### src/rtl/bcd_stopwatch_core.sv
// bcd_stopwatch_core
//   BCD stopwatch with start/stop/clear control, optional lap capture and a
//   multiplexed active-low 7-segment display driver.
//
// Optional feature macro: STOPWATCH_LAP_EN
//   defined   -> lap capture register, lap hold timer and lap_active output
//   undefined -> lap input ignored, lap_active tied low, live value displayed
//
// Ports
//   CLK        in   sole clock, rising edge
//   RST_N      in   asynchronous active-low reset
//   start      in   level; rising edge starts / resumes counting
//   stop       in   level; rising edge pauses counting
//   clear      in   level; high zeroes the count and returns to IDLE
//   lap        in   level; rising edge captures the lap value (RUN/PAUSE)
//   value      out  live BCD count, digit 0 in bits [3:0]
//   running    out  high while in RUN
//   lap_active out  high while the captured lap value is displayed
//   wrap       out  one-cycle pulse when the count rolls over from all 9s
//   seg        out  segments g..a, active-low, for the scanned digit
//   digit_sel  out  one-hot active-low digit enable
//
// Control handshake: start/stop/lap are plain levels; an event is the first
// cycle a level is seen high after being low. clear is level-sensitive.
module bcd_stopwatch_core #(
   parameter int DIGITS   = 4,
   parameter int TICK_DIV = 120000,
   parameter int SCAN_DIV = 1024,
   parameter int LAP_HOLD = 20
) (
   input  logic                CLK,
   input  logic                RST_N,
   input  logic                start,
   input  logic                stop,
   input  logic                clear,
   input  logic                lap,
   output logic [4*DIGITS-1:0] value,
   output logic                running,
   output logic                lap_active,
   output logic                wrap,
   output logic [6:0]          seg,
   output logic [DIGITS-1:0]   digit_sel
);

   localparam int VW = 4 * DIGITS;
   localparam int TW = $clog2(TICK_DIV);
   localparam int SW = $clog2(SCAN_DIV);
   localparam int IW = (DIGITS > 1) ? $clog2(DIGITS) : 1;
   localparam logic [TW-1:0] TICK_LAST = TW'(TICK_DIV - 1);
   localparam logic [SW-1:0] SCAN_LAST = SW'(SCAN_DIV - 1);
   localparam logic [IW-1:0] IDX_LAST  = IW'(DIGITS - 1);

   typedef enum logic [1:0] {
      ST_IDLE  = 2'd0,
      ST_RUN   = 2'd1,
      ST_PAUSE = 2'd2
   } state_e;

   state_e            state_q, state_d;
   logic              start_prev_q, start_prev_d;
   logic              stop_prev_q, stop_prev_d;
   logic [TW-1:0]     tick_cnt_q, tick_cnt_d;
   logic [VW-1:0]     value_q, value_d;
   logic              running_q, running_d;
   logic              wrap_q, wrap_d;
   logic [SW-1:0]     scan_cnt_q, scan_cnt_d;
   logic              scan_on_q, scan_on_d;
   logic [IW-1:0]     scan_idx_q, scan_idx_d;
   logic [6:0]        seg_q, seg_d;
   logic [DIGITS-1:0] digit_sel_q, digit_sel_d;

   logic              tick, start_edge, stop_edge, scan_step;
   logic              carry, all_nines;
   logic [VW-1:0]     inc_value;
   logic [VW-1:0]     disp_d;
   logic [3:0]        cur_digit;

   function automatic logic [6:0] seg7(input logic [3:0] d);
      case (d)
         4'd0:    seg7 = 7'h40;
         4'd1:    seg7 = 7'h79;
         4'd2:    seg7 = 7'h24;
         4'd3:    seg7 = 7'h30;
         4'd4:    seg7 = 7'h19;
         4'd5:    seg7 = 7'h12;
         4'd6:    seg7 = 7'h02;
         4'd7:    seg7 = 7'h78;
         4'd8:    seg7 = 7'h00;
         4'd9:    seg7 = 7'h10;
         default: seg7 = 7'h7F;
      endcase
   endfunction

   // Tick divider, BCD counter and run-control FSM.
   always_comb begin
      start_prev_d = start;
      stop_prev_d  = stop;
      start_edge   = start & ~start_prev_q;
      stop_edge    = stop & ~stop_prev_q;

      tick       = (tick_cnt_q == TICK_LAST);
      tick_cnt_d = tick ? '0 : tick_cnt_q + TW'(1);

      // Ripple BCD increment; the all-9s case naturally yields zero.
      inc_value = value_q;
      carry     = 1'b1;
      all_nines = 1'b1;
      for (int i = 0; i < DIGITS; i++) begin
         if (value_q[4*i +: 4] != 4'd9) all_nines = 1'b0;
         if (carry) begin
            if (value_q[4*i +: 4] >= 4'd9) begin
               inc_value[4*i +: 4] = 4'd0;
            end else begin
               inc_value[4*i +: 4] = value_q[4*i +: 4] + 4'd1;
               carry               = 1'b0;
            end
         end
      end

      state_d = state_q;
      value_d = value_q;
      wrap_d  = 1'b0;
      if ((state_q == ST_RUN) && tick) begin
         value_d = inc_value;
         wrap_d  = all_nines;
      end

      // Same-cycle priority: clear, then stop, then start.
      if (clear) begin
         state_d    = ST_IDLE;
         value_d    = '0;
         tick_cnt_d = '0;
         wrap_d     = 1'b0;
      end else if (stop_edge) begin
         if (state_q == ST_RUN) state_d = ST_PAUSE;
      end else if (start_edge) begin
         if (state_q != ST_RUN) state_d = ST_RUN;
      end

      running_d = (state_d == ST_RUN);
   end

`ifdef STOPWATCH_LAP_EN
   localparam int LW = $clog2(LAP_HOLD + 1);
   localparam logic [LW-1:0] LAP_LOAD = LW'(LAP_HOLD);

   logic          lap_prev_q, lap_prev_d;
   logic          lap_edge, lap_take;
   logic [LW-1:0] lap_timer_q, lap_timer_d;
   logic [VW-1:0] lap_value_q, lap_value_d;
   logic          lap_active_q, lap_active_d;

   always_comb begin
      lap_prev_d = lap;
      lap_edge   = lap & ~lap_prev_q;
      // Lap is the lowest-priority event and is meaningless in IDLE.
      lap_take   = lap_edge & ~clear & ~stop_edge & ~start_edge & (state_q != ST_IDLE);

      lap_timer_d = lap_timer_q;
      lap_value_d = lap_value_q;
      if (tick && (lap_timer_q != '0)) lap_timer_d = lap_timer_q - LW'(1);
      if (lap_take) begin
         lap_value_d = value_q;
         lap_timer_d = LAP_LOAD;
      end
      if (clear) lap_timer_d = '0;

      lap_active_d = (lap_timer_d != '0);
      disp_d       = lap_active_d ? lap_value_d : value_d;
   end

   always_ff @(posedge CLK or negedge RST_N) begin
      if (!RST_N) begin
         lap_prev_q   <= 1'b1;
         lap_timer_q  <= '0;
         lap_value_q  <= '0;
         lap_active_q <= 1'b0;
      end else begin
         lap_prev_q   <= lap_prev_d;
         lap_timer_q  <= lap_timer_d;
         lap_value_q  <= lap_value_d;
         lap_active_q <= lap_active_d;
      end
   end

   assign lap_active = lap_active_q;
`else
   logic unused_lap;
   assign unused_lap = lap;
   assign disp_d     = value_d;
   assign lap_active = 1'b0;
`endif

   // Display scan. Outputs are computed from next-state data so seg always
   // matches the digit of the value visible on the same cycle.
   always_comb begin
      scan_step  = (scan_cnt_q == SCAN_LAST);
      scan_cnt_d = scan_step ? '0 : scan_cnt_q + SW'(1);
      // The first step only enables slot 0; later steps advance the index.
      scan_on_d  = scan_on_q | scan_step;
      scan_idx_d = scan_idx_q;
      if (scan_step && scan_on_q) begin
         scan_idx_d = (scan_idx_q == IDX_LAST) ? '0 : scan_idx_q + IW'(1);
      end

      cur_digit = 4'd0;
      for (int i = 0; i < DIGITS; i++) begin
         if (scan_idx_d == IW'(i)) cur_digit = disp_d[4*i +: 4];
      end

      seg_d       = 7'h7F;
      digit_sel_d = '1;
      if (scan_on_d) begin
         seg_d       = seg7(cur_digit);
         digit_sel_d = ~(DIGITS'(1) << scan_idx_d);
      end
   end

   always_ff @(posedge CLK or negedge RST_N) begin
      if (!RST_N) begin
         state_q      <= ST_IDLE;
         start_prev_q <= 1'b1;
         stop_prev_q  <= 1'b1;
         tick_cnt_q   <= '0;
         value_q      <= '0;
         running_q    <= 1'b0;
         wrap_q       <= 1'b0;
         scan_cnt_q   <= '0;
         scan_on_q    <= 1'b0;
         scan_idx_q   <= '0;
         seg_q        <= 7'h7F;
         digit_sel_q  <= '1;
      end else begin
         state_q      <= state_d;
         start_prev_q <= start_prev_d;
         stop_prev_q  <= stop_prev_d;
         tick_cnt_q   <= tick_cnt_d;
         value_q      <= value_d;
         running_q    <= running_d;
         wrap_q       <= wrap_d;
         scan_cnt_q   <= scan_cnt_d;
         scan_on_q    <= scan_on_d;
         scan_idx_q   <= scan_idx_d;
         seg_q        <= seg_d;
         digit_sel_q  <= digit_sel_d;
      end
   end

   assign value     = value_q;
   assign running   = running_q;
   assign wrap      = wrap_q;
   assign seg       = seg_q;
   assign digit_sel = digit_sel_q;

endmodule

### config.mk
export PLATFORM = sky130hd
export DESIGN_NAME = bcd_stopwatch_core
export DESIGN_NICKNAME = d
export VERILOG_FILES = /design/src/rtl/bcd_stopwatch_core.sv
export SDC_FILE = /design/constraint.sdc
export NUM_CORES = 1
export LEC_CHECK = 0
export ABC_CLOCK_PERIOD_IN_PS = 2800
export CAP_MARGIN = 40
export CORE_MARGIN = 10
export CORE_UTILIZATION = 51
export CTS_CLUSTER_SIZE = 14
export DETAILED_ROUTE_END_ITERATION = 7
export MAX_ROUTING_LAYER = met4
export PLACE_DENSITY = 0.88
export SYNTH_ARGS = -nofsm -noshare
export SYNTH_HDL_FRONTEND = slang
export SYNTH_SLANG_ARGS = --single-unit
### constraint.sdc
create_clock -name CLK -period 2.8 [get_ports CLK]
set_input_delay 0.28 -clock CLK [delete_from_list [all_inputs] [get_ports CLK]]
set_output_delay 0.28 -clock CLK [all_outputs]
set_load 0.02 [all_outputs]
==> summary.md <==
| Metric | Value |
|---|---|
| Die W | around 100 um |
| Most used DFF post-synth | dfrtp_1 |
| Peak VDD IR | between 0.4 and 0.5 mV |
| Netlist cell types | 65 |
| Register bit count reported by yosys | 63 |
| Reg2reg start | value[4] |
| Clock power frac | 43.2% |
| Die height | 102.6 um |
| IO Count | 36 |
| Port-buffer cells | 33 |
| Hold crit path type | input port to asynchronous set/reset pin |
| WL final | roughly 11 mm |
| Pre-antenna DRT Iters | 5 |
| Routed vias | between 3000 and 4000 |
| Fin. Hold Viols | 0 |
| CTS Buf Count | 9 |
| Worst-Skew Late Latency | 0.35 ns |
| Most common cell after layout, fill and taps aside | buf_4 |
| Min Tclk post-route | ~3.1 ns |
| Routability cong. | between 0.9 and 1 |
| LEAKAGE | 2.208 nW |
| Max Fclk | between 300 and 400 MHz |
| Power density cells | around 350 nW/um^2 |
| Pint | 1.329 mW |
| Fillers | 397 |
| Syn Nets | roughly 360 |
| Ant diodes | 0 |
| Max-slew violations | 0 |
| Clock slew at reported path FFs | 0.08 ns |
| Share of the synthesized area in the top cell type | between 30% and 40% |
| Sequential share of the synthesized area | between 40% and 50% |
| CP required | 3.07 ns |
| Wirelength per Cell | 20.60 um |
| Final-stage net count | 468 |
| WS Path Type | register to register |
| Mapped Cells | between 300 and 400 |
| Crit path from | value[4] |
| # clock sinks | 63 |
| Number of synthesized flops with an enable pin | 0 |
| Rel. slew slack | between 40% and 50% |
| Finished Cell Area | between 4000 and 5000 sq um |
| Sw Pwr | ~410 uW |
| CTS H-Tree Depth | 3 |
| Logic pwr share | 3.6% |
| # hold bufs at CTS | 0 |
| Synth Cell Area | ~3500 sq um |
| WP data arrival | approximately 3.4 ns |
| # setup viols final | 7 |
| RSZ-0062 raised after global routing | true |
| Max Root-Sink Buffers | 2 |
| Max Cap Viol | 0 |
| Synth warn | 0 |
| First-pass GRT wire length | about 14 mm |
| Largest net degree at the start of global routing | between 60 and 70 |
| CP endpoint kind | register |
| # DRC | 0 |
| Core Region | between 6000 and 7000 sq um |
| Setup slack, reg-to-reg | -0.32 ns |
| Crit path max fanout | 8 |
| Initial DRC Count | about 430 |
| Via density per instance | between 6 and 7 |
| Vias in the first global route | 2989 |
| Syn_area_per_cell | between 10 and 15 sq um |
| Switching part of the total | 23.59% |
| Failing checks | setup timing |
| Status | complete, but fails checks |
| Post-route ant nets | 0 |
| Flop pwr share | between 50% and 60% |
| Rows | 30 |
| Startpoint Class | register |
| Post-synth ARST share | 100.0% |
| Initial Util | approximately half |
| Layout area overhead | 43.21% |
| Setup ws final | -0.3237 ns |
| FF-to-FF path depth | 12 |
| Pwr Total | around 1.7 mW |
| Post-Route Setup TNS | -1.935 ns |
| Root Buffer | clkbuf_8 |
| Share of cells above drive strength 1 | between 30% and 40% |
| Total grt overflow | 0 |
| Least-Margin Pin Slew | around 0.8 ns |
| CTS tree | built |
| Post-Route Hold Slack | between 0.1 and 0.15 ns |
| R2R Path End | seg[3] |
| DP Area | between 4000 and 5000 sq um |
| Initial antenna violation count | 0 |
| Post-DP HPWL | between 5 and 6 mm |
| Clock Skew | 0.01300 ns |
| Most frequent cells in the layout | buf_4 (58), dfrtp_1 (45), nor2_1 (44) |
| Dominant cells by area after synthesis | dfrtp_1 (36%), dfstp_2 (9.8%), ha_1 (7.2%) |
| Final cycle utilization of the critical path | 111.6% |
| Synth area leader | dfrtp_1 |
| Total track usage | approximately 17% |
| Die area | 10530 sq um |
-- Yosys cell counts (5+ instances only) --
cell type and number:
nor3_1 6, o21ai_0 9, clkbuf_1 7, dfrtp_1 50, and3_1 7, nor2b_1 6, nand3_1 22, nor2_1 45
inv_1 19, mux2i_1 5, a21oi_1 6, xnor2_1 10, nand2_1 19, xor2_1 12, ha_1 20, dfstp_2 13
-- layout make-up --
class | count | area, sq um | area share, %
multi-input cells | 244 | 2113 | 42.39
inverters | 21 | 81.33 | 1.632
well taps | 80 | 100.1 | 2.008
flip-flops and latches | 63 | 1599 | 32.08
repair buffers | 103 | 904.6 | 18.15
clock inverters | 3 | 17.52 | 0.3514
clock buffers | 13 | 168.9 | 3.389
-- worst max-delay path: stages (launching register included) --
cell and delay (ns):
dfrtp_2 0.42, inv_2 0.06, ha_4 0.15, or3b_4 0.25
nand4_4 0.26, buf_6 0.23, buf_4 0.14, o41ai_2 0.42
o41ai_2 0.17, nor2_1 0.30, o41ai_4 0.15, nand2b_2 0.27
o22a_1 0.23
-- routing by layer --
layer  vias to the layer above  track usage, %  wire (um)
met5                         -               -          0
met4                         0           7.158        490
met3                        58           4.223        688
met2                       188           28.41       5605
met1                      1578           19.37       4068
li1                       1408               -          -
-- through the flow --
stage | util, % | instances | setup slack [ns]
2_1_floorplan | - | 337 | 0.01751
3_3_place_gp | 63.56 | 488 | -0.02794
3_5_place_dp | 63.56 | 488 | -0.1455
4_1_cts | 67.39 | 507 | -0.001366
5_1_grt | 74.19 | 527 | -0.3720
6_report | 74.19 | 527 | -0.3237
-- power by group through the flow --
stage	combinational (mW)	clock, mW	sequential, mW
final	0.0634	0.751	0.925
after global routing	0.0718	0.805	0.925
after CTS	0.0608	0.753	0.924
after detailed placement	0.0602	0	0.940
after global placement	0.0581	0	0.939
after floorplan	0.0240	0	0.941
-- cells by family after synthesis --
family	synth area share, %
compound gates	11.18
xor+xnor	5.535
fa+ha+maj	7.189
buf+inv	3.415
flops	45.76
mux	4.205
other cells	0.1077
simple gates	22.61
-- how the worst max path moves through the flow --
stage | to | slack, ns
6_report | seg[3] | -0.32
2_1_floorplan | seg[3] | 0.02
5_1_grt | seg[2] | -0.37
3_5_place_dp | seg[3] | -0.15
3_3_place_gp | seg[3] | -0.03
4_1_cts | seg[4] | -0.001
-- sequential cells by signal, indices dropped and copies added, names as in the netlist --
register / flops
value: 16
digit_sel: 4
stop_prev_q: 1
start_prev_q: 1
tick_cnt_q: 17
seg: 7
state_q: 2
scan_on_q: 1
wrap: 1
scan_idx_q: 2
running: 1
scan_cnt_q: 10
-- what timing repair did --
| action | in CTS | in global routing |
|---|---|---|
| setup endpoints to repair | 6 | 7 |
| gates resized for setup | 12 | 62 |
| pin swaps | 7 | 23 |
| setup buffers | 3 | 20 |
| cloned | 0 | 0 |
Note: power is estimated with default switching activity, not from simulation.
